## src/rtl/riscv_ctrl_pkg.sv

```systemverilog
// Shared definitions for the RISC-V pipeline control slice.
//   - RV32 base opcodes used by the hazard unit's decoder
//   - PC select encoding driven onto hazard_ctrl.pc_sel
//   - per-stage destination metadata carried down the pipe
package riscv_ctrl_pkg;

    localparam logic [6:0] OP     = 7'h33;
    localparam logic [6:0] OP_IMM = 7'h13;
    localparam logic [6:0] LOAD   = 7'h03;
    localparam logic [6:0] STORE  = 7'h23;
    localparam logic [6:0] BRANCH = 7'h63;
    localparam logic [6:0] JAL    = 7'h6F;
    localparam logic [6:0] JALR   = 7'h67;
    localparam logic [6:0] LUI    = 7'h37;
    localparam logic [6:0] AUIPC  = 7'h17;

    // Register index width used for the stored rd field.
    localparam int unsigned RV_REG_AW = 5;

    typedef enum logic [1:0] {
        PC_SEL_JAL   = 2'd0,
        PC_SEL_ALU   = 2'd1,
        PC_SEL_PLUS4 = 2'd2,
        PC_SEL_HOLD  = 2'd3
    } pc_sel_e;

    typedef struct packed {
        logic                 valid;
        logic [RV_REG_AW-1:0] rd;
        logic                 wr_en;
        logic                 is_load;
        logic                 is_jalr;
        logic                 is_branch;
    } stage_meta_t;

endpackage

```

## src/rtl/inst_fields_dec.sv

```systemverilog
// Combinational field/class decoder for one 32-bit RV32 instruction.
// Ports:
//   inst      : instruction word
//   rd/rs1/rs2: register indices
//   rs1_used  : OP, OP-IMM, LOAD, STORE, BRANCH, JALR read rs1
//   rs2_used  : OP, STORE, BRANCH read rs2
//   wr_en     : instruction writes a non-x0 destination
//   is_load/is_jal/is_jalr/is_branch : class flags
module inst_fields_dec
    import riscv_ctrl_pkg::*;
#(
    parameter int unsigned REG_AW = 5
) (
    input  logic [31:0]       inst,
    output logic [REG_AW-1:0] rd,
    output logic [REG_AW-1:0] rs1,
    output logic [REG_AW-1:0] rs2,
    output logic              rs1_used,
    output logic              rs2_used,
    output logic              wr_en,
    output logic              is_load,
    output logic              is_jal,
    output logic              is_jalr,
    output logic              is_branch
);

    logic [6:0] opcode;
    logic       unused_fields;

    assign unused_fields = ^{inst[31:25], inst[14:12]};

    always_comb begin
        opcode    = inst[6:0];
        rd        = inst[7 +: REG_AW];
        rs1       = inst[15 +: REG_AW];
        rs2       = inst[20 +: REG_AW];

        is_load   = (opcode == LOAD);
        is_jal    = (opcode == JAL);
        is_jalr   = (opcode == JALR);
        is_branch = (opcode == BRANCH);

        rs1_used  = (opcode == OP) || (opcode == OP_IMM) || (opcode == LOAD) ||
                    (opcode == STORE) || (opcode == BRANCH) || (opcode == JALR);
        rs2_used  = (opcode == OP) || (opcode == STORE) || (opcode == BRANCH);

        wr_en     = ((opcode == OP) || (opcode == OP_IMM) || (opcode == LOAD) ||
                     (opcode == LUI) || (opcode == AUIPC) || (opcode == JAL) ||
                     (opcode == JALR)) && (rd != '0);
    end

endmodule

```

## src/rtl/hazard_ctrl.sv

```systemverilog
// Pipeline control and hazard unit.
// Tracks destination metadata for NUM_STAGES stages after FD (stage 1 = X,
// last = writeback) and produces PC select, forwarding selects, load-use and
// memory stalls, and redirect flushes of FLUSH_DEPTH fetched instructions.
// Ports:
//   clk, rst    : clock, synchronous active-high reset
//   inst_fd     : instruction in FD;  fd_valid: FD holds a real instruction
//   br_taken_x  : branch outcome for the instruction in X
//   mem_ready   : 0 freezes the whole pipe
//   pc_sel      : 0=PC+imm, 1=ALU, 2=PC+4, 3=hold
//   is_j_or_b   : X holds a valid JALR or branch
//   fwd_a_sel/fwd_b_sel : 0=regfile, k=stage k result
//   stall       : hold PC and FD;  flush_fd: kill the FD instruction
module hazard_ctrl
    import riscv_ctrl_pkg::*;
#(
    parameter int unsigned NUM_STAGES  = 2,
    parameter int unsigned REG_AW      = 5,
    parameter int unsigned LOAD_LAT    = 1,
    parameter int unsigned FLUSH_DEPTH = 1
) (
    input  logic                              clk,
    input  logic                              rst,
    input  logic [31:0]                       inst_fd,
    input  logic                              fd_valid,
    input  logic                              br_taken_x,
    input  logic                              mem_ready,
    output logic [1:0]                        pc_sel,
    output logic                              is_j_or_b,
    output logic [$clog2(NUM_STAGES+1)-1:0]   fwd_a_sel,
    output logic [$clog2(NUM_STAGES+1)-1:0]   fwd_b_sel,
    output logic                              stall,
    output logic                              flush_fd
);

    localparam int unsigned FW = $clog2(NUM_STAGES + 1);
    localparam int unsigned KW = $clog2(FLUSH_DEPTH + 1);

    stage_meta_t       stg_q [1:NUM_STAGES];
    stage_meta_t       stg_d [1:NUM_STAGES];
    logic [KW-1:0]     kill_cnt_q;
    logic [KW-1:0]     kill_cnt_d;

    logic [REG_AW-1:0] dec_rd, dec_rs1, dec_rs2;
    logic              dec_rs1_used, dec_rs2_used, dec_wr_en;
    logic              dec_is_load, dec_is_jal, dec_is_jalr, dec_is_branch;

    logic              redirect, killing, flush_c, fd_live, lu_stall;
    logic [FW-1:0]     sel_a, sel_b;
    logic              near_load_a, near_load_b;
    pc_sel_e           pc_sel_c;
    logic              stall_c;
    stage_meta_t       fd_meta;

    inst_fields_dec #(.REG_AW(REG_AW)) u_dec_fd (
        .inst      (inst_fd),
        .rd        (dec_rd),
        .rs1       (dec_rs1),
        .rs2       (dec_rs2),
        .rs1_used  (dec_rs1_used),
        .rs2_used  (dec_rs2_used),
        .wr_en     (dec_wr_en),
        .is_load   (dec_is_load),
        .is_jal    (dec_is_jal),
        .is_jalr   (dec_is_jalr),
        .is_branch (dec_is_branch)
    );

    // Flush is resolved before load-use so a killed FD instruction never stalls.
    always_comb begin
        redirect = stg_q[1].valid &
                   (stg_q[1].is_jalr | (stg_q[1].is_branch & br_taken_x));
        killing  = (kill_cnt_q != '0);
        flush_c  = mem_ready & (redirect | killing);
        fd_live  = fd_valid & ~flush_c;
    end

    // Scan from the youngest stage so the nearest producer wins.
    always_comb begin
        sel_a       = '0;
        sel_b       = '0;
        near_load_a = 1'b0;
        near_load_b = 1'b0;
        for (int unsigned k = 1; k <= NUM_STAGES; k++) begin
            if (sel_a == '0 && dec_rs1_used && stg_q[k].valid &&
                stg_q[k].wr_en && stg_q[k].rd == dec_rs1) begin
                sel_a       = FW'(k);
                near_load_a = stg_q[k].is_load && (k <= LOAD_LAT);
            end
            if (sel_b == '0 && dec_rs2_used && stg_q[k].valid &&
                stg_q[k].wr_en && stg_q[k].rd == dec_rs2) begin
                sel_b       = FW'(k);
                near_load_b = stg_q[k].is_load && (k <= LOAD_LAT);
            end
        end
        lu_stall = fd_live & (near_load_a | near_load_b);
    end

    always_comb begin
        pc_sel_c   = PC_SEL_PLUS4;
        stall_c    = 1'b0;
        kill_cnt_d = kill_cnt_q;
        if (!mem_ready) begin
            stall_c  = 1'b1;
            pc_sel_c = PC_SEL_HOLD;
        end else if (redirect) begin
            pc_sel_c   = PC_SEL_ALU;
            kill_cnt_d = KW'(FLUSH_DEPTH - 1);
        end else if (killing) begin
            kill_cnt_d = kill_cnt_q - KW'(1);
        end else if (lu_stall) begin
            stall_c  = 1'b1;
            pc_sel_c = PC_SEL_HOLD;
        end else if (fd_live && dec_is_jal) begin
            pc_sel_c = PC_SEL_JAL;
        end
    end

    always_comb begin
        fd_meta           = '0;
        fd_meta.valid     = 1'b1;
        fd_meta.rd        = dec_rd;
        fd_meta.wr_en     = dec_wr_en;
        fd_meta.is_load   = dec_is_load;
        fd_meta.is_jalr   = dec_is_jalr;
        fd_meta.is_branch = dec_is_branch;

        stg_d = stg_q;
        if (mem_ready) begin
            for (int unsigned k = 2; k <= NUM_STAGES; k++) begin
                stg_d[k] = stg_q[k-1];
            end
            stg_d[1] = (fd_live && !lu_stall) ? fd_meta : '0;
        end
    end

    always_ff @(posedge clk) begin
        if (rst) begin
            for (int unsigned k = 1; k <= NUM_STAGES; k++) begin
                stg_q[k] <= '0;
            end
            kill_cnt_q <= '0;
        end else begin
            stg_q      <= stg_d;
            kill_cnt_q <= kill_cnt_d;
        end
    end

    always_comb begin
        pc_sel    = rst ? PC_SEL_PLUS4 : pc_sel_c;
        is_j_or_b = ~rst & stg_q[1].valid & (stg_q[1].is_jalr | stg_q[1].is_branch);
        fwd_a_sel = rst ? '0 : sel_a;
        fwd_b_sel = rst ? '0 : sel_b;
        stall     = ~rst & stall_c;
        flush_fd  = ~rst & flush_c;
    end

endmodule

```

## config.mk

```make
export PLATFORM = sky130hd
export DESIGN_NAME = hazard_ctrl
export DESIGN_NICKNAME = d
export VERILOG_FILES = /design/src/rtl/riscv_ctrl_pkg.sv /design/src/rtl/inst_fields_dec.sv /design/src/rtl/hazard_ctrl.sv
export SDC_FILE = /design/constraint.sdc
export NUM_CORES = 1
export LEC_CHECK = 0
export ABC_AREA = 1
export CORE_UTILIZATION = 47
export DETAILED_ROUTE_END_ITERATION = 10
export PLACE_DENSITY = 0.85
export SYNTH_ARGS = -nofsm -noshare
export SYNTH_HDL_FRONTEND = slang
export SYNTH_SLANG_ARGS = --single-unit
```

## constraint.sdc

```tcl
create_clock -name clk -period 4.4 [get_ports clk]
set_input_delay 0.88 -clock clk [delete_from_list [all_inputs] [get_ports clk]]
set_output_delay 0.88 -clock clk [all_outputs]
set_load 0.1 [all_outputs]
```

==> results.md, run 1 <==
* Number of filler instances in the final layout at 200
* Final critical path time including I/O delays and setup at 3.53 ns
* Starting density of the core at 0.521
* Switching share of total power at 0.300
* Number of flip-flops under the largest register name at 17
* Clock share of power at 0.251
* RePlAce Congestion at 0.918
* Met2 Wirelength at 1510 um
* Data required time of the critical path at 3.52 ns
* IO Pins at 46
* Reported net switching power at 0.0991 mW
* FP Rows at 17
* Detail-routed via count per cell at 5.32
* Post-detailed-routing wire length at 3220 um
* Top routing layer in use: met4
* CTS clock-pin slew for the worst setup and hold paths at 0.09 ns
* Resize count post-CTS at 0
* Commonest cells after routing, fill and taps aside: sky130_fd_sc_hd__nand2_1 (51), sky130_fd_sc_hd__nor2_1 (27), sky130_fd_sc_hd__clkdlybuf4s50_1 (26)
* Most flop-heavy register: stg_q
* Max-cap violation count at 0
* End point of the worst hold path: stg_q[3]
* Number of clock sinks at 17
* Mapped cell area at 1200 um^2
* Overall track demand over capacity in global routing at 0.263
* Comb pwr share at 0.252
* Antenna viol nets, final at 0
* Area of the core at 2300 um^2
* Slew margin rel. at 0.664
* H-tree Lvls at 1
* Setup repair after global routing missed its margin: false
* Top cell type's share of synthesized area at 0.284
* Worst-margin pin slew at 0.503 ns
* Reg-to-Reg Start: stg_q[14]
* Fraction of the cycle the final worst path needs at 0.802
* Post-route total power at 0.331 mW
* Largest cells by area after synthesis: sky130_fd_sc_hd__dfxtp_1 (28%), sky130_fd_sc_hd__nand2_1 (16%), sky130_fd_sc_hd__nor2_1 (8.5%)
* Leakage at 0.675 nW
* Area added between synthesis and finish at 32.5%
* Highest net fanout along the worst path at 11
* Commonest non-fill, non-tap cell in the layout: sky130_fd_sc_hd__nand2_1
* Number of DRC markers after the initial detailed-route iteration at 56
* Number of cells traversed by the worst register-to-register path at 11
* Number of I/O port buffers at 35
* Syn Nets at 232
* Post-layout net count at 267
* Die Height at 52.5 um
* WL/cell at 12.5 um
* Final critical-path setup slack at 0.869 ns
* Yosys synthesis warning count at 0
* Met3 Wirelength at 195 um
* Worst r2r dst: stg_q[15]
* Total power density per cell area at 209 nW/um^2
* Post-synth cell types at 29
* Worst min path class: reg -> reg
* Post-Place Setup Slack at 0.880 ns
* Vias in the first global route at 1289
* Number of iterations in the first detailed-routing pass at 5
* Clk_skew at 0.00759 ns
* Post-CTS Setup Repair Bufs at 0
* DP Wirelength at 2620 um
* Hold Path Stages at 2
* # DRC at 0
* Kind of capture point of the worst setup path: output pin
* Largest regs: stg_q: 17 flops
* Fin. Hold Viols at 0
* Worst path arrival time at 2.65 ns
* Worst hold path startpoint: stg_q[3]
* Mean Syn Cell Area at 6.14 um^2
* Wire length of the first global-routing pass at 5360 um
* Total number of vias at 1368
* Register-to-register setup slack at 2.89 ns
* Post-CTS Hold Fix Bufs at 0
* Post-Synthesis Cells at 195
* Setup total negative slack at 0 ns
* Area of the die at 2750 um^2
* Kind of critical path: in -> out
* Run status: completed
* Sequential cell area fraction in the yosys report at 0.284
* Sequential share of power at 0.497
* Clock tree from TritonCTS: yes
* Type of origin of the critical path: input pin
* Antenna cell count at 0
* Clock latency at the later pin of the worst-skew pair at 0.30 ns
* Final setup fails at 0
* Internal power at 0.232 mW
* Post-synthesis cell type with the largest combined area: sky130_fd_sc_hd__dfxtp_1
* Count of state elements after synthesis at 17
* Die width at 52.5 um
* Met1 layer wirelength in the final routing at 1430 um
* Fmax at 283 MHz
* Antenna violations before repair at 0
* Library cell used as clock root buffer: sky130_fd_sc_hd__clkbuf_4
* Leftover overflow at the end of global routing at 0
* Worst supply voltage drop on vdd at 0.000216 V
* Largest net degree at the start of global routing at 25
* Ratio of cells with drive above 1 in the final layout at 0.144
* Maximum root-to-sink buffer count at 2
* TritonCTS Buffers at 3
* Number of pins with negative max-slew slack in the final report at 0
worst max path at each step:
stage / startpoint / to / slack [ns]
2_1_floorplan: br_taken_x / pc_sel[1] / 0.1
3_5_place_dp: inst_fd[16] / pc_sel[1] / 0.88
3_3_place_gp: inst_fd[16] / pc_sel[1] / 0.91
6_report: inst_fd[23] / pc_sel[1] / 0.87
4_1_cts: inst_fd[17] / pc_sel[1] / 0.88
5_1_grt: inst_fd[6] / pc_sel[1] / 0.70
synth_stat cells:
cell                        count
sky130_fd_sc_hd__a31oi_1        1
sky130_fd_sc_hd__nor3_2         1
sky130_fd_sc_hd__o21ai_0        1
sky130_fd_sc_hd__nor3b_1        2
sky130_fd_sc_hd__buf_6          1
sky130_fd_sc_hd__o21ai_2        1
sky130_fd_sc_hd__a21oi_1       15
sky130_fd_sc_hd__nor4_1         1
sky130_fd_sc_hd__nor2_1        27
sky130_fd_sc_hd__o2111ai_1      1
sky130_fd_sc_hd__dfxtp_1       17
sky130_fd_sc_hd__nor3_1         3
sky130_fd_sc_hd__inv_2          6
sky130_fd_sc_hd__o21ai_1        1
sky130_fd_sc_hd__clkbuf_1       5
sky130_fd_sc_hd__buf_2          1
sky130_fd_sc_hd__nand4_1        6
sky130_fd_sc_hd__o22ai_1        1
sky130_fd_sc_hd__nor2_2         2
sky130_fd_sc_hd__nand2_1       51
sky130_fd_sc_hd__nand3_1       14
sky130_fd_sc_hd__nand2_2        6
sky130_fd_sc_hd__nor4b_1        1
sky130_fd_sc_hd__inv_1         15
sky130_fd_sc_hd__a22o_1         1
sky130_fd_sc_hd__a211oi_1       5
sky130_fd_sc_hd__xnor2_1        7
sky130_fd_sc_hd__and2_1         1
sky130_fd_sc_hd__a21oi_2        1
metrics by stage:
stage | hold WS [ns] | instance area [um^2] | cells | util
after floorplan | 0.441 | 1200 | 195 | -
after global placement | 0.450 | 1560 | 253 | 0.679
after detailed placement | 0.459 | 1560 | 253 | 0.679
after CTS | 0.472 | 1590 | 257 | 0.691
after global routing | 0.513 | 1590 | 257 | 0.691
final | 0.476 | 1590 | 257 | 0.691
cell type report:
type | instances | area (um^2) | share of cell area
repair buffers | 37 | 355 | 0.224
flip-flops and latches | 17 | 340 | 0.215
clock buffers | 3 | 22.5 | 0.0142
well taps | 28 | 35.0 | 0.0221
multi-input cells | 150 | 749 | 0.472
clock inverters | 1 | 5.00 | 0.00315
inverters | 21 | 78.8 | 0.0497
per-layer routing:
layer	vias up	GRT usage
met4	0	0.114
li1	703	-
met5	-	0
met3	9	0.0145
met1	600	0.330
met2	56	0.458
logic make-up (layout without fill, tap and decap cells):
| group | count (synthesis) | count (layout) | share of synthesized area |
|---|---|---|---|
| buffers and inverters | 28 | 62 | 0.0951 |
| AOI/OAI and AO/OA | 28 | 28 | 0.142 |
| DFF | 17 | 17 | 0.284 |
| xor gates and xnor gates | 7 | 7 | 0.0512 |
| and+or+nand+nor | 115 | 115 | 0.427 |
power by group through the flow:
stage	Sequential [mW]	Combinational, mW	Clock (mW)
floorplan	0.166	0.0454	0
global placement	0.168	0.0798	0
detailed placement	0.168	0.0824	0
CTS	0.164	0.0826	0.0840
global route	0.165	0.0912	0.0893
finish	0.164	0.0834	0.0830
worst max-delay path, stage by stage:
cell and delay, ns:
sky130_fd_sc_hd__clkdlybuf4s50_1 0.51, sky130_fd_sc_hd__inv_1 0.09, sky130_fd_sc_hd__nand2_1 0.08, sky130_fd_sc_hd__and2_1 0.13, sky130_fd_sc_hd__nand2_1 0.07, sky130_fd_sc_hd__nor2_2 0.13
sky130_fd_sc_hd__nand2_1 0.08, sky130_fd_sc_hd__nand2_2 0.08, sky130_fd_sc_hd__nand2_2 0.13, sky130_fd_sc_hd__a31oi_1 0.27, sky130_fd_sc_hd__buf_12 0.22
Note: power is estimated with default switching activity, not from simulation.
==> run 2, diff against run 1 <==
Settings changed: CORE_UTILIZATION 47 to 39, PLACE_DENSITY 0.85 to 0.75.
Clock period 4.4 ns to 3 ns, I/O delays scaled along.
==> results.md, run 2 (synthesized netlist as in run 1, its figures left out) <==
* Run status: complete, but fails checks (was completed)
* Violations in the final reports: design-rule violations
* Post-CTS Hold Fix Bufs at 0 (unchanged)
* Post-detailed-routing wire length at 3150 um (was 3220 um)
* Area of the die at 3300 um^2 (was 2750 um^2)
* Vias in the first global route at 1148 (was 1289)
* Clk_skew at 0.00183 ns (was 0.00759 ns)
* Worst hold path startpoint: stg_q[9] (was stg_q[3])
* Number of flip-flops under the largest register name at 17 (unchanged)
* Number of iterations in the first detailed-routing pass at 7 (was 5)
* Antenna violations before repair at 0 (unchanged)
* Die width at 57.4 um (was 52.5 um)
* Register-to-register setup slack at 1.44 ns (was 2.89 ns)
* Hold Path Stages at 2 (unchanged)
* Die Height at 57.4 um (was 52.5 um)
* DP Wirelength at 2470 um (was 2620 um)
* Placed cell area at 1710 um^2 (was 1560 um^2)
* CTS clock-pin slew for the worst setup and hold paths at 0.10 ns (was 0.09 ns)
* Total power density per cell area at 280 nW/um^2 (was 209 nW/um^2)
* Most flop-heavy register: stg_q (unchanged)
* Fraction of the cycle the final worst path needs at 0.954
* Worst supply voltage drop on vdd at 0.000240 V (was 0.000216 V)
* Antenna cell count at 0 (unchanged)
* Number of I/O port buffers at 35 (unchanged)
* Final critical path time including I/O delays and setup at 2.86 ns
* Number of clock sinks at 17 (unchanged)
* Number of pins with negative max-slew slack in the final report at 0 (unchanged)
* Worst slack on hold paths at 0.471 ns (was 0.476 ns)
* Max-cap violation count at 0 (unchanged)
* Clock latency at the later pin of the worst-skew pair at 0.29 ns (was 0.30 ns)
* Type of origin of the critical path: input pin (unchanged)
* Clock tree from TritonCTS: yes (unchanged)
* Largest regs: stg_q: 17 flops (unchanged)
* Commonest cells after routing, fill and taps aside: sky130_fd_sc_hd__nand2_1 (50), sky130_fd_sc_hd__nor2_1 (23), sky130_fd_sc_hd__clkdlybuf4s50_1 (23) (was sky130_fd_sc_hd__nand2_1 (51), sky130_fd_sc_hd__nor2_1 (27), sky130_fd_sc_hd__clkdlybuf4s50_1 (26))
* Slowest cell on the critical path: sky130_fd_sc_hd__clkdlybuf4s50_1 (unchanged)
* Reported net switching power at 0.146 mW (was 0.0991 mW)
* Post-route cell area at 1760 um^2 (was 1590 um^2)
* Worst min path class: reg -> reg (unchanged)
* Reg-to-Reg Start: stg_q[17] (was stg_q[14])
* Ratio of cells with drive above 1 in the final layout at 0.197 (was 0.144)
* Worst r2r dst: stg_q[16] (was stg_q[15])
* Area added between synthesis and finish at 46.8% (was 32.5%)
* Leakage at 0.743 nW (was 0.675 nW)
* Post-layout net count at 271 (was 267)
* H-tree Lvls at 1 (unchanged)
* # DRC at 3 (was 0)
* Largest net degree at the start of global routing at 25 (unchanged)
* Starting density of the core at 0.423 (was 0.521)
* Switching share of total power at 0.297 (was 0.300)
* Slowest stage delay, CP at 0.51 ns (about the same)
* Post-layout utilization of the core at 0.621 (was 0.691)
* TritonCTS Buffers at 3 (unchanged)
* Wire length of the first global-routing pass at 5020 um (was 5360 um)
* Cell repeated most along the worst path: sky130_fd_sc_hd__nand2_2 (was sky130_fd_sc_hd__nand2_1)
* Sequential share of power at 0.489 (was 0.497)
* Overall track demand over capacity in global routing at 0.197 (was 0.263)
* Highest net fanout along the worst path at 4 (was 11)
* Worst-margin pin slew at 0.355 ns (was 0.503 ns)
* End point of the worst hold path: stg_q[9] (was stg_q[3])
* Slew margin rel. at 0.763 (was 0.664)
* Commonest non-fill, non-tap cell in the layout: sky130_fd_sc_hd__nand2_1 (unchanged)
* Final setup fails at 0 (unchanged)
* Comb pwr share at 0.264 (was 0.252)
* Internal power at 0.346 mW (was 0.232 mW)
* Worst path cell trace: clkdlybuf4s50_1 -> nand2_2 -> nor2_2 -> nand2_2 -> nand2_2 -> nand2_2 -> nand2_1 -> nand4_1 -> a21oi_2 -> buf_12 (was clkdlybuf4s50_1 -> inv_1 -> nand2_1 -> and2_1 -> nand2_1 -> nor2_2 -> nand2_1 -> nand2_2 -> nand2_2 -> a31oi_1 -> buf_12)
* FP Rows at 19 (was 17)
* Worst path arrival time at 2.26 ns (was 2.65 ns)
* Kind of capture point of the worst setup path: output pin (unchanged)
* Antenna viol nets, final at 0 (unchanged)
* Number of DRC markers after the initial detailed-route iteration at 42 (was 56)
* Maximum root-to-sink buffer count at 2 (unchanged)
* Fin. Hold Viols at 0 (unchanged)
* Clock share of power at 0.246 (was 0.251)
* Post-route total power at 0.492 mW (was 0.331 mW)
* RePlAce Congestion at 0.871 (was 0.918)
* Detail-routed via count per cell at 5.06 (was 5.32)
* Fmax at 350 MHz
* Leftover overflow at the end of global routing at 0 (unchanged)
* WL/cell at 11.9 um (was 12.5 um)
* Library cell used as clock root buffer: sky130_fd_sc_hd__clkbuf_4 (unchanged)
* Kind of critical path: in -> out (unchanged)
* Total number of vias at 1336 (was 1368)
* Beginning of the critical path: inst_fd[5] (was inst_fd[23])
* Number of cells traversed by the worst register-to-register path at 12 (was 11)
* Data required time of the critical path at 2.40 ns (was 3.52 ns)
* IO Pins at 46 (unchanged)
* Area of the core at 2830 um^2 (was 2300 um^2)
[run 2: area by class of cell]
type	instances	area, um^2
clock buffers	3	22.5
flip-flops and latches	17	340
multi-input cells	150	779
inverters	21	78.8
clock inverters	1	5.00
repair buffers	41	493
well taps	31	38.8
fillers	279	1070
[run 2: through the flow]
| stage | worst slack [ns] | TNS, ns | instances |
|---|---|---|---|
| finish | 0.139 | 0 | 264 |
| global route | -0.00222 | -0.00222 | 264 |
| CTS | 0.108 | 0 | 264 |
| detailed placement | 0.114 | 0 | 260 |
| global placement | 0.0969 | 0 | 260 |
| floorplan | -0.319 | -0.319 | 195 |
[run 2: worst max-delay path by stage]
stage | to | depth (start not counted) | slack (ns)
finish | pc_sel[0] | 10 | 0.14
detailed placement | pc_sel[1] | 10 | 0.11
global placement | stall | 10 | 0.1
global route | pc_sel[0] | 11 | -0.002
CTS | pc_sel[1] | 10 | 0.11
floorplan | fwd_a_sel[1] | 4 | -0.32
[run 2: timing repair]
action | CTS | global route
setup endpoints to repair | 0 | 3
resized for setup | 0 | 7
buffers inserted | 0 | 0
[run 2: critical path: cells and delay by family]
| kind | cells | cell delay (ns) |
|---|---|---|
| simple gates | 7 | 0.73 |
| buf+inv | 2 | 0.70 |
| compound gates | 1 | 0.22 |
[run 2: layer usage]
layer	track usage	share of wire
met1	0.285	0.51
met4	0.0627	0.010
met2	0.299	0.44
met5	0	0
met3	0.0295	0.040
[run 2: power by group through the flow]
| stage | clock, mW | combinational [mW] | sequential, mW |
|---|---|---|---|
| detailed placement | 0 | 0.129 | 0.246 |
| global placement | 0 | 0.129 | 0.246 |
| global route | 0.141 | 0.142 | 0.242 |
| CTS | 0.126 | 0.130 | 0.240 |
| finish | 0.121 | 0.130 | 0.241 |
| floorplan | 0 | 0.0678 | 0.244 |
==> run 3, diff against run 2 <==
Settings changed: CORE_UTILIZATION 39 to 41, CTS_CLUSTER_DIAMETER set to 80, CTS_CLUSTER_SIZE set to 30, PLACE_DENSITY 0.75 to 0.76, SYNTH_HIERARCHICAL set to 1.
==> results.md, run 3 <==
* Run status: completed (was complete, but fails checks)
* Number of pins with negative max-slew slack in the final report at 0 (unchanged)
* Clock share of power at 0.250 (was 0.246)
* Number of filler instances in the final layout at 294 (was 279)
* Comb pwr share at 0.276 (was 0.264)
* Area of the die at 3480 um^2 (was 3300 um^2)
* Slew margin rel. at 0.764 (was 0.763)
* Library cell used as clock root buffer: sky130_fd_sc_hd__clkbuf_4 (unchanged)
* Syn Nets at 257 (was 232)
* FP Rows at 20 (was 19)
* Total number of vias at 1447 (was 1336)
* Highest net fanout along the worst path at 3 (was 4)
* Setup total negative slack at 0 ns (unchanged)
* Final critical-path setup slack at 0.0994 ns (was 0.139 ns)
* Largest cells by area after synthesis: sky130_fd_sc_hd__dfxtp_1 (26%), sky130_fd_sc_hd__nand2_1 (16%), sky130_fd_sc_hd__buf_4 (8.5%) (was sky130_fd_sc_hd__dfxtp_1 (28%), sky130_fd_sc_hd__nand2_1 (16%), sky130_fd_sc_hd__nor2_1 (8.5%))
* Share of synthesized cell area in and, or, nand and nor gates at 0.386 (was 0.427)
* Die width at 59.0 um (was 57.4 um)
* Reported net switching power at 0.164 mW (was 0.146 mW)
* Slowest cell on the critical path: sky130_fd_sc_hd__dlygate4sd2_1 (was sky130_fd_sc_hd__clkdlybuf4s50_1)
* Worst path cell trace: dlygate4sd2_1 -> inv_1 -> nand2_2 -> nor2_4 -> inv_2 -> nor2_4 -> nand3_2 -> nor2_2 -> nand3_2 -> nand2_2 -> nand4_1 -> a21oi_2 -> buf_12 (was clkdlybuf4s50_1 -> nand2_2 -> nor2_2 -> nand2_2 -> nand2_2 -> nand2_2 -> nand2_1 -> nand4_1 -> a21oi_2 -> buf_12)
* RePlAce Congestion at 0.896 (was 0.871)
* Met3 Wirelength at 213 um (was 127 um)
* Sequential share of power at 0.474 (was 0.489)
* Largest net degree at the start of global routing at 17 (was 25)
* Top cell type's share of synthesized area at 0.256 (was 0.284)
* Worst min path class: reg -> reg (unchanged)
* Slowest stage delay, CP at 0.24 ns (was 0.51 ns)
* Worst path arrival time at 2.30 ns (was 2.26 ns)
* Switching share of total power at 0.319 (was 0.297)
* Commonest non-fill, non-tap cell in the layout: sky130_fd_sc_hd__nand2_1 (unchanged)
* H-tree Lvls at 1 (unchanged)
* Top routing layer in use: met4 (unchanged)
* Internal power at 0.350 mW (was 0.346 mW)
* Max-cap violation count at 0 (unchanged)
* Data required time of the critical path at 2.40 ns (about the same)
* Clock tree from TritonCTS: yes (unchanged)
* Final critical path time including I/O delays and setup at 2.90 ns (was 2.86 ns)
* Post-detailed-routing wire length at 3310 um (was 3150 um)
* Share of synthesized cell area in full adder, half adder and majority cells at 0 (unchanged)
* Largest regs: stg_q: 17 flops (unchanged)
* Ratio of cells with drive above 1 in the final layout at 0.277 (was 0.197)
* Ys flop type: sky130_fd_sc_hd__dfxtp_1 (unchanged)
* Commonest cells after routing, fill and taps aside: sky130_fd_sc_hd__nand2_1 (52), sky130_fd_sc_hd__inv_1 (23), sky130_fd_sc_hd__buf_4 (20) (was sky130_fd_sc_hd__nand2_1 (50), sky130_fd_sc_hd__nor2_1 (23), sky130_fd_sc_hd__clkdlybuf4s50_1 (23))
* Post-synth cell types at 29 (unchanged)
* CTS clock-pin slew for the worst setup and hold paths at 0.10 ns (about the same)
* Maximum root-to-sink buffer count at 2 (unchanged)
* Kind of critical path: in -> out (unchanged)
* Starting density of the core at 0.436 (was 0.423)
* Post-synthesis cell type with the largest combined area: sky130_fd_sc_hd__dfxtp_1 (unchanged)
* Number of iterations in the first detailed-routing pass at 4 (was 7)
* Combinational family with the most area after synthesis: simple AND/OR/NAND/NOR gates (unchanged)
* Fin. Hold Viols at 0 (unchanged)
* Post-route cell area at 1930 um^2 (was 1760 um^2)
* Area added between synthesis and finish at 45.0% (was 46.8%)
* Die Height at 59.0 um (was 57.4 um)
* Type of origin of the critical path: input pin (unchanged)
* Number of clock sinks at 17 (unchanged)
* TritonCTS Buffers at 3 (unchanged)
* Number of DRC markers after the initial detailed-route iteration at 73 (was 42)
* Number of synthesized flops with an enable pin at 0 (unchanged)
* Post-Place Setup Slack at -0.188 ns (was 0.114 ns)
* Most numerous cell in the Yosys netlist: sky130_fd_sc_hd__nand2_1 (unchanged)
* Final setup fails at 0 (unchanged)
* Post-CTS Hold Fix Bufs at 0 (unchanged)
* Xor/xnor share of the synthesized area at 0.0132 (was 0.0512)
* Most flop-heavy register: stg_q (unchanged)
* Leakage at 0.868 nW (was 0.743 nW)
* Mean Syn Cell Area at 6.05 um^2 (was 6.14 um^2)
* Synth top cells by count: sky130_fd_sc_hd__nand2_1 (55), sky130_fd_sc_hd__inv_1 (26), sky130_fd_sc_hd__nor2_1 (20) (was sky130_fd_sc_hd__nand2_1 (51), sky130_fd_sc_hd__nor2_1 (27), sky130_fd_sc_hd__dfxtp_1 (17))
* Fmax at 345 MHz (was 350 MHz)
* Met1 layer wirelength in the final routing at 1530 um (was 1600 um)
* DP Wirelength at 2540 um (was 2470 um)
* Vias in the first global route at 1313 (was 1148)
* Met2 Wirelength at 1480 um (was 1390 um)
* Sequential cell area fraction in the yosys report at 0.256 (was 0.284)
* Fraction of synthesized area in multiplexers at 0 (unchanged)
* Worst-margin pin slew at 0.353 ns (was 0.355 ns)
* Post-Synthesis Cells at 220 (was 195)
* Clock latency at the later pin of the worst-skew pair at 0.31 ns (was 0.29 ns)
* Antenna viol nets, final at 0 (unchanged)
* Wire length of the first global-routing pass at 5460 um (was 5020 um)
* Detail-routed via count per cell at 4.76 (was 5.06)
* Area of the core at 3050 um^2 (was 2830 um^2)
* Leftover overflow at the end of global routing at 0 (unchanged)
* Overall track demand over capacity in global routing at 0.209 (was 0.197)
* Fraction of the cycle the final worst path needs at 0.967 (was 0.954)
* Kind of capture point of the worst setup path: output pin (unchanged)
* Total power density per cell area at 266 nW/um^2 (was 280 nW/um^2)
* Worst slack on hold paths at 0.490 ns (was 0.471 ns)
* IO Pins at 46 (unchanged)
* Clk_skew at 0.00906 ns (was 0.00183 ns)
* Number of flip-flops under the largest register name at 17 (unchanged)
* Post-route total power at 0.514 mW (was 0.492 mW)
* # DRC at 0 (was 3)
* Antenna violations before repair at 0 (unchanged)
* Count of state elements after synthesis at 17 (unchanged)
* Post-layout net count at 298 (was 271)
* WL/cell at 10.9 um (was 11.9 um)
* Compound-cell area share of the yosys netlist at 0.158 (was 0.142)
* Yosys synthesis warning count at 6 (was 0)
* Number of I/O port buffers at 35 (unchanged)
* Antenna cell count at 0 (unchanged)
* Placed cell area at 1820 um^2 (was 1710 um^2)
* Share of synthesized registers carrying an async set or reset at 0 (unchanged)
* Mapped cell area at 1330 um^2 (was 1200 um^2)
* Worst supply voltage drop on vdd at 0.000132 V (was 0.000240 V)
==> run 3: per-layer routing <==
layer,GRT usage,vias to the layer above
li1,-,766
met1,0.275,620
met2,0.331,52
met3,0.0264,9
met4,0.116,0
met5,0,-
==> run 3: path summary, 6_finish.rpt <==
path	cells after the start	endpoint	start	slack [ns]
worst max-delay path	13	pc_sel[0]	inst_fd[3]	0.1
worst min-delay path	2	stg_q[10]	stg_q[10]	0.49
worst max register to register	11	stg_q[16]	stg_q[15]	1.53
worst min register to register	2	stg_q[10]	stg_q[10]	0.49
==> run 3: what timing repair did <==
| action | 4_1_cts | 5_1_grt |
|---|---|---|
| gates resized for setup | 15 | 8 |
| gates cloned | 0 | 0 |
| endpoints found under the setup margin | 3 | 4 |
| buffers inserted | 5 | 1 |
| hold endpoints to repair | 0 | 0 |
| pin swaps | 9 | 8 |
==> run 3: kinds of logic (layout without fill, tap and decap cells) <==
family,count (synthesis),count (layout)
simple gates,112,112
buf+inv,51,91
compound gates,38,38
flops,17,17
xor+xnor,2,2
==> run 3: power groups by stage <==
stage | combinational, mW | sequential (mW) | clock, mW
after floorplan | 0.0886 | 0.246 | 0
after global placement | 0.138 | 0.248 | 0
after detailed placement | 0.139 | 0.248 | 0
after CTS | 0.139 | 0.243 | 0.132
after global routing | 0.157 | 0.245 | 0.137
final | 0.142 | 0.244 | 0.128
==> run 3: cell type report <==
type | instances | area, um^2 | share of cell area
clock buffers | 3 | 22.5 | 0.0117
repair buffers | 55 | 583 | 0.302
flip-flops and latches | 17 | 340 | 0.177
clock inverters | 1 | 5.00 | 0.00260
inverters | 32 | 120 | 0.0623
well taps | 44 | 55.1 | 0.0286
multi-input cells | 152 | 802 | 0.416
==> run 3: metrics by stage <==
stage	util	instances
2_1_floorplan	-	220
3_3_place_gp	0.598	294
3_5_place_dp	0.598	294
4_1_cts	0.622	303
5_1_grt	0.632	304
6_report	0.632	304
==> run 3: worst max-delay path: cells and delay by family <==
kind	cells	cell delay [ns]
simple gates	8	0.88
compound gates	1	0.24
buf+inv	4	0.58
